## src/rtl/adder_check_pkg.sv

```systemverilog
// Shared types, widths and golden model for the carry-select adder sweep checker.
package adder_check_pkg;

  localparam int unsigned WIDTH = 4;
  localparam int unsigned VEC_W = 2 * WIDTH + 1;
  localparam int unsigned ERR_W = 2 * WIDTH + 2;
  localparam int unsigned N_VEC = 1 << VEC_W;
  localparam int unsigned CNT_W = 4;

  typedef enum logic [1:0] {
    IDLE = 2'd0,
    RUN  = 2'd1,
    DONE = 2'd2
  } state_e;

  // Full-width reference sum {cout, s}; never truncated.
  function automatic logic [WIDTH:0] expected_sum(input logic [WIDTH-1:0] a,
                                                  input logic [WIDTH-1:0] b,
                                                  input logic             cin);
    return (WIDTH + 1)'(a) + (WIDTH + 1)'(b) + (WIDTH + 1)'(cin);
  endfunction

endpackage

```

## src/rtl/adder_vector_gen.sv

```systemverilog
// Sweep index counter; b is the innermost field, then a, then cin.
module adder_vector_gen
  import adder_check_pkg::*;
(
  input  logic             clk,
  input  logic             rst_n,
  input  logic             clear,
  input  logic             advance,
  output logic [WIDTH-1:0] a,
  output logic [WIDTH-1:0] b,
  output logic             cin,
  output logic             last_c
);

  logic [VEC_W-1:0] v;

  always_ff @(posedge clk or negedge rst_n) begin
    if (!rst_n)       v <= '0;
    else if (clear)   v <= '0;
    else if (advance) v <= v + VEC_W'(1);
  end

  assign b      = v[WIDTH-1:0];
  assign a      = v[2*WIDTH-1:WIDTH];
  assign cin    = v[2*WIDTH];
  assign last_c = &v;

endmodule

```

## config.mk

```make
export PLATFORM = sky130hd
export DESIGN_NAME = adder_vector_gen
export DESIGN_NICKNAME = d
export VERILOG_FILES = /design/src/rtl/adder_check_pkg.sv /design/src/rtl/adder_vector_gen.sv
export SDC_FILE = /design/constraint.sdc
export NUM_CORES = 1
export LEC_CHECK = 0
export CAP_MARGIN = 10
export CORE_MARGIN = 1
export CORE_UTILIZATION = 32
export CTS_CLUSTER_SIZE = 8
export DETAILED_ROUTE_END_ITERATION = 8
export PLACE_DENSITY_LB_ADDON = 0.1
export SYNTH_ARGS = -nofsm -noshare
export SYNTH_HDL_FRONTEND = slang
export SYNTH_SLANG_ARGS = --single-unit
```

## constraint.sdc

```tcl
create_clock -name clk -period 3.6 [get_ports clk]
set_input_delay 0.36 -clock clk [delete_from_list [all_inputs] [get_ports clk]]
set_output_delay 0.36 -clock clk [all_outputs]
set_load 0.02 [all_outputs]
```

==> results of run 1 <==
==> critical path: cells and delay by family (launching register included) <==
kind          cells  cell delay [ns]
flops             1             0.45
simple gates      2             0.22
fa+ha+maj         2             0.42
buf+inv           1             0.60
==> layer usage <==
| layer | global-route usage, % | routed length (microns) | vias to the layer above |
|---|---|---|---|
| met5 | 0 | 0 | - |
| met4 | 10.3 | 0 | 0 |
| met3 | 3.41 | 46 | 0 |
| met2 | 22.5 | 520 | 10 |
| met1 | 18.1 | 373 | 171 |
| li1 | - | - | 182 |
==> metrics by stage <==
stage | setup WS, ns | cells | util (%) | cell area, sq um | power (W)
after global placement | 1.64 | 69 | 45.0 | 586 | 0.000130
after CTS | 1.27 | 73 | 47.0 | 612 | 0.000212
after detailed placement | 1.56 | 69 | 45.0 | 586 | 0.000132
after floorplan | 2.03 | 43 | - | 448 | 0.000120
final | 1.30 | 73 | 47.0 | 612 | 0.000207
after global routing | 1.19 | 73 | 47.0 | 612 | 0.000218
==> report_power, final <==
| group | internal, W | switching (W) |
|---|---|---|
| Sequential | 0.000103 | 0.00000419 |
| Combinational | 0.0000104 | 0.0000116 |
| Clock | 0.0000427 | 0.0000346 |
| Total | 0.000156 | 0.0000505 |
==> worst min-delay path by stage <==
| stage | from | to | cells after the start |
|---|---|---|---|
| floorplan | rst_n | v[0] | 0 |
| global placement | v[8] | v[8] | 2 |
| detailed placement | v[8] | v[8] | 2 |
| CTS | rst_n | v[5] | 1 |
| global route | rst_n | v[4] | 1 |
| finish | rst_n | v[4] | 1 |
==> layout by cell type, fill, tap and decap left out, types with 2 or more instances in the layout <==
cell | netlist | final
clkdlybuf4s50_1 | 0 | 13
nand2_1 | 2 | 2
mux2i_1 | 2 | 2
o21ai_0 | 3 | 3
nand4_1 | 2 | 2
dfrtp_1 | 9 | 9
nand3_1 | 3 | 3
ha_1 | 2 | 2
a21oi_1 | 3 | 3
xor2_1 | 3 | 3
clkbuf_4 | 0 | 3
nor2_1 | 7 | 7
or3_1 | 3 | 3
==> area by class of cell <==
cell class,count,area (sq um),share of cell area (%)
repair buffers,13,130,21.3
multi-input cells,32,211,34.6
well taps,15,18.8,3.07
clock buffers,4,26.3,4.29
flip-flops and latches,9,225,36.8
==> logic make-up (layout without fill, tap and decap cells) <==
family | after synthesis | after routing | share of synthesized area [%]
xor gates and xnor gates | 4 | 4 | 7.82
DFF | 9 | 9 | 50.3
and+or+nand+nor | 18 | 18 | 22.6
AOI/OAI and AO/OA | 6 | 6 | 6.70
buffers and inverters | 2 | 17 | 2.51
adders and majority gates | 2 | 2 | 5.59
muxes | 2 | 2 | 4.47
==> results.json, run 1 <==
{
  "grt_pass1_vias": 328,
  "slew_viol_final": 0,
  "initial_core_util_pct": 34.4,
  "drc_errors": 0,
  "tightest_slew_ns": 0.418,
  "arrival_ns": 1.94,
  "endpoint_kind": "output port",
  "synth_area_leaders": "dfrtp_1 (50%), nor2_1 (5.9%), xor2_1 (5.9%)",
  "finalHoldViolCount": 0,
  "slowest_delay_ns": 0.60,
  "tns_ns": 0,
  "die_y_microns": 39.4,
  "drv_cap": 0,
  "synth_seq_cells": 9,
  "antenna_left": 0,
  "antenna_found_initial": 0,
  "netlist.top_cell.by_area": "dfrtp_1",
  "synth_warnings": 0,
  "fillers": 124,
  "drtPass1Iterations": 3,
  "ys_seq_area_share_pct": 50.3,
  "clkTransAtPathRegs_ns": 0.06,
  "hold_path.class": "in -> async",
  "synth_area_sq_um": 448,
  "cts-resized-gates": 0,
  "synth_common_cells": "dfrtp_1 (9), nor2_1 (7)",
  "synthToLayoutAreaGrowth_pct": 36.6,
  "status": "completed",
  "die-area_sq_um": 1550,
  "fin_crit_sh_pct": 64.0,
  "finClkSkew_ns": 0.00223,
  "grt_pass1_wl_mm": 1.45,
  "slew_headroom_pct": 72.0,
  "cts_sinks": 9,
  "root_buffer": "clkbuf_4",
  "crit_fanout": 4,
  "critical-path-slowest-cell": "clkdlybuf4s50_1",
  "grt_max_degree": 10,
  "die_x_microns": 39.4,
  "fin_crit_ns": 2.30,
  "clk-insertion-delay-late_ns": 0.26,
  "fp-row-count": 13,
  "synth_enable_flop_cells": 0,
  "wl_per_cell_microns": 12.9,
  "first_iter_violations": 4,
  "fmax_ghz": 0.434,
  "cp-startpoint": "v[0]",
  "post-cts-setup-buffer-count": 0,
  "reg2reg_from": "v[0]",
  "vias_per_cell": 4.97,
  "synth_ff_type": "dfrtp_1",
  "rsz0062_at_grt": "no",
  "cts.path.max_buffers": 2,
  "hpwl_microns": 704,
  "netlist.area_leader.share_pct": 50.3,
  "final-setup-viol-count": 0,
  "largest_register": "v",
  "startpoint_type": "flip-flop",
  "coreArea_sq_um": 1300,
  "port_buffers": 13,
  "r2r_cells": 6,
  "ctsHoldBuffers": 0,
  "cts-buffers-inserted": 3,
  "ioPinCount": 14,
  "synth_fp_nets": 49,
  "syn_inst": 43,
  "cp.required_ns": 3.24,
  "grt_use_total_pct": 14.8,
  "p_leak_nw": 0.261,
  "r2r_slack_ns": 2.12,
  "synth.avg_cell_area_sq_um": 10.4,
  "async_reset_ff_share_pct": 100,
  "gp_congestion": 0.700,
  "top_regs": "v x9",
  "synth.most_common_cell": "dfrtp_1",
  "path_cells": "ha_1, nand3_1, nor2_1, ha_1, clkdlybuf4s50_1",
  "ir_drop_mv": 0.168,
  "drive_above_1_share_pct": 6.90,
  "worstReg2RegEnd": "v[8]",
  "final_nets": 65,
  "largest_reg_flops": 9,
  "synthDistinctLibCells": 15,
  "crit_end": "last_c",
  "worst_hold_slack_ns": 0.402,
  "crit_type": "reg -> out",
  "cts_htree_levels": 1,
  "power.density_nw_per_um2": 338,
  "drt_wl_total_microns": 939,
  "dr_total_vias": 363,
  "diodes": 0,
  "overflow": 0,
  "cts_tree": "built",
  "crit_top_cell": "ha_1"
}
Power figures use the tool's default switching activity.
==> inputs of run 2 (changes only) <==
Clock period 3.6 ns to 2.3 ns, I/O delays scaled along.
==> results.json, run 2 (synthesis results as in run 1) <==
{
  "root_buffer": "clkbuf_4",
  "endpoint_kind": "output port",
  "initial_core_util_pct": 34.4,
  "fillers": 134,
  "cts_sinks": 9,
  "cts-resized-gates": 0,
  "clkPwrFrac_pct": 37.1,
  "p_leak_nw": 0.261,
  "fin_crit_sh_pct": 95.1,
  "multi_input_comb_area_sq_um": 211,
  "die_y_microns": 39.4,
  "drive_above_1_share_pct": 6.90,
  "register_area_sq_um": 225,
  "cts.path.max_buffers": 2,
  "antenna_found_initial": 0,
  "layout_common_cells": "clkdlybuf4s50_1 (13), dfrtp_1 (9), nor2_1 (7)",
  "grt_max_degree": 10,
  "port_buffers": 13,
  "vias_per_cell": 4.85,
  "hold_path.class": "in -> async",
  "fin_crit_ns": 2.19,
  "crit_top_cell": "ha_1",
  "gp_congestion": 0.727,
  "cts_tree": "built",
  "top_regs": "v x9",
  "coreArea_sq_um": 1300,
  "startpoint_type": "flip-flop",
  "ir_drop_mv": 0.319,
  "grt_pass1_vias": 298,
  "place_inst": 69,
  "power.density_nw_per_um2": 526,
  "crit_fanout": 4,
  "ioPinCount": 14,
  "r2r_cells": 6,
  "cp.required_ns": 2.07,
  "slew_headroom_pct": 72.0,
  "intPower_w": 0.000244,
  "finalHoldViolCount": 0,
  "cts-buffers-inserted": 3,
  "rsz0062_at_grt": "no",
  "critical-path-slowest-cell": "clkdlybuf4s50_1",
  "post-cts-setup-buffer-count": 0,
  "fp-row-count": 13,
  "clkTransAtPathRegs_ns": 0.06,
  "die_x_microns": 39.4,
  "grt_pass1_wl_mm": 1.33,
  "final_common_cell": "clkdlybuf4s50_1",
  "drtPass1Iterations": 2,
  "drc_errors": 0,
  "switchingPower_w": 0.0000774,
  "drv_cap": 0,
  "first_iter_violations": 2,
  "clk-insertion-delay-late_ns": 0.25,
  "slew_viol_final": 0,
  "wl_per_cell_microns": 12.6,
  "arrival_ns": 1.96,
  "path_cells": "ha_1, nand3_1, nor2_1, ha_1, clkdlybuf4s50_1",
  "p_comb_share_pct": 10.5,
  "dr_total_vias": 354,
  "drt_wl_total_microns": 920,
  "power_frac_seq_pct": 52.4,
  "largest_register": "v",
  "tns_ns": 0,
  "slowest_delay_ns": 0.60,
  "antenna_left": 0,
  "final_nets": 65,
  "cts_htree_levels": 1,
  "grt_use_total_pct": 13.9,
  "finClkSkew_ns": 0.00165,
  "largest_reg_flops": 9,
  "fmax_ghz": 0.457,
  "switching_share_pct": 24.1,
  "final-setup-viol-count": 0,
  "layout.cells.non_filler": 73,
  "crit_type": "reg -> out",
  "diodes": 0,
  "tightest_slew_ns": 0.419,
  "overflow": 0,
  "die-area_sq_um": 1550,
  "final_core_util_pct": 47.0,
  "status": "completed",
  "ctsHoldBuffers": 0,
  "synthToLayoutAreaGrowth_pct": 36.6
}
-- run 2: worst max-delay path: cells and delay by family, from the launching register on --
family / cells / cell delay, ns
simple gates: 2 / 0.22
flops: 1 / 0.47
buf+inv: 1 / 0.60
fa+ha+maj: 2 / 0.42
-- run 2: cell type report --
cell class	instances	area share, %
clock buffer	4	4.29
multi-input combinational	32	34.6
sequential	9	36.8
tap	15	3.07
timing repair buffer	13	21.3
-- run 2: through the flow --
step / worst slack, ns / power, W / hold WS, ns / instance area (sq um)
floorplan: 0.835 / 0.000189 / -0.0656 / 448
global placement: 0.487 / 0.000205 / 0.541 / 586
detailed placement: 0.416 / 0.000206 / 0.559 / 586
CTS: 0.122 / 0.000329 / 0.280 / 612
global route: 0.0155 / 0.000343 / 0.289 / 612
finish: 0.114 / 0.000322 / 0.274 / 612
-- run 2: worst paths after layout --
kind / start / endpoint / slack, ns
min: rst_n / v[4] / 0.27
max: v[0] / last_c / 0.11
min in group clk: v[8] / v[8] / 0.58
max reg2reg: v[0] / v[8] / 0.79
max in group asynchronous: rst_n / v[1] / 1.73
min reg2reg: v[8] / v[8] / 0.58
-- run 2: power groups by stage --
stage          clock [W]  combinational, W  sequential [W]
4_1_cts         0.000126         0.0000348        0.000168
5_1_grt         0.000137         0.0000374        0.000169
3_5_place_dp           0         0.0000345        0.000171
3_3_place_gp           0         0.0000339        0.000171
2_1_floorplan          0         0.0000135        0.000175
6_report        0.000119         0.0000338        0.000169
-- run 2: routing by layer --
| metal | global-route usage, % | routed length, microns |
|---|---|---|
| met3 | 3.41 | 47 |
| met5 | 0 | 0 |
| met4 | 10.3 | 0 |
| met2 | 22.1 | 452 |
| met1 | 15.8 | 420 |
==> inputs of run 3 (changes only) <==
Settings changed: CTS_CLUSTER_DIAMETER set to 150.
==> results of run 3 <==
The final DEF is identical to that of run 2; final timing and power are the same.
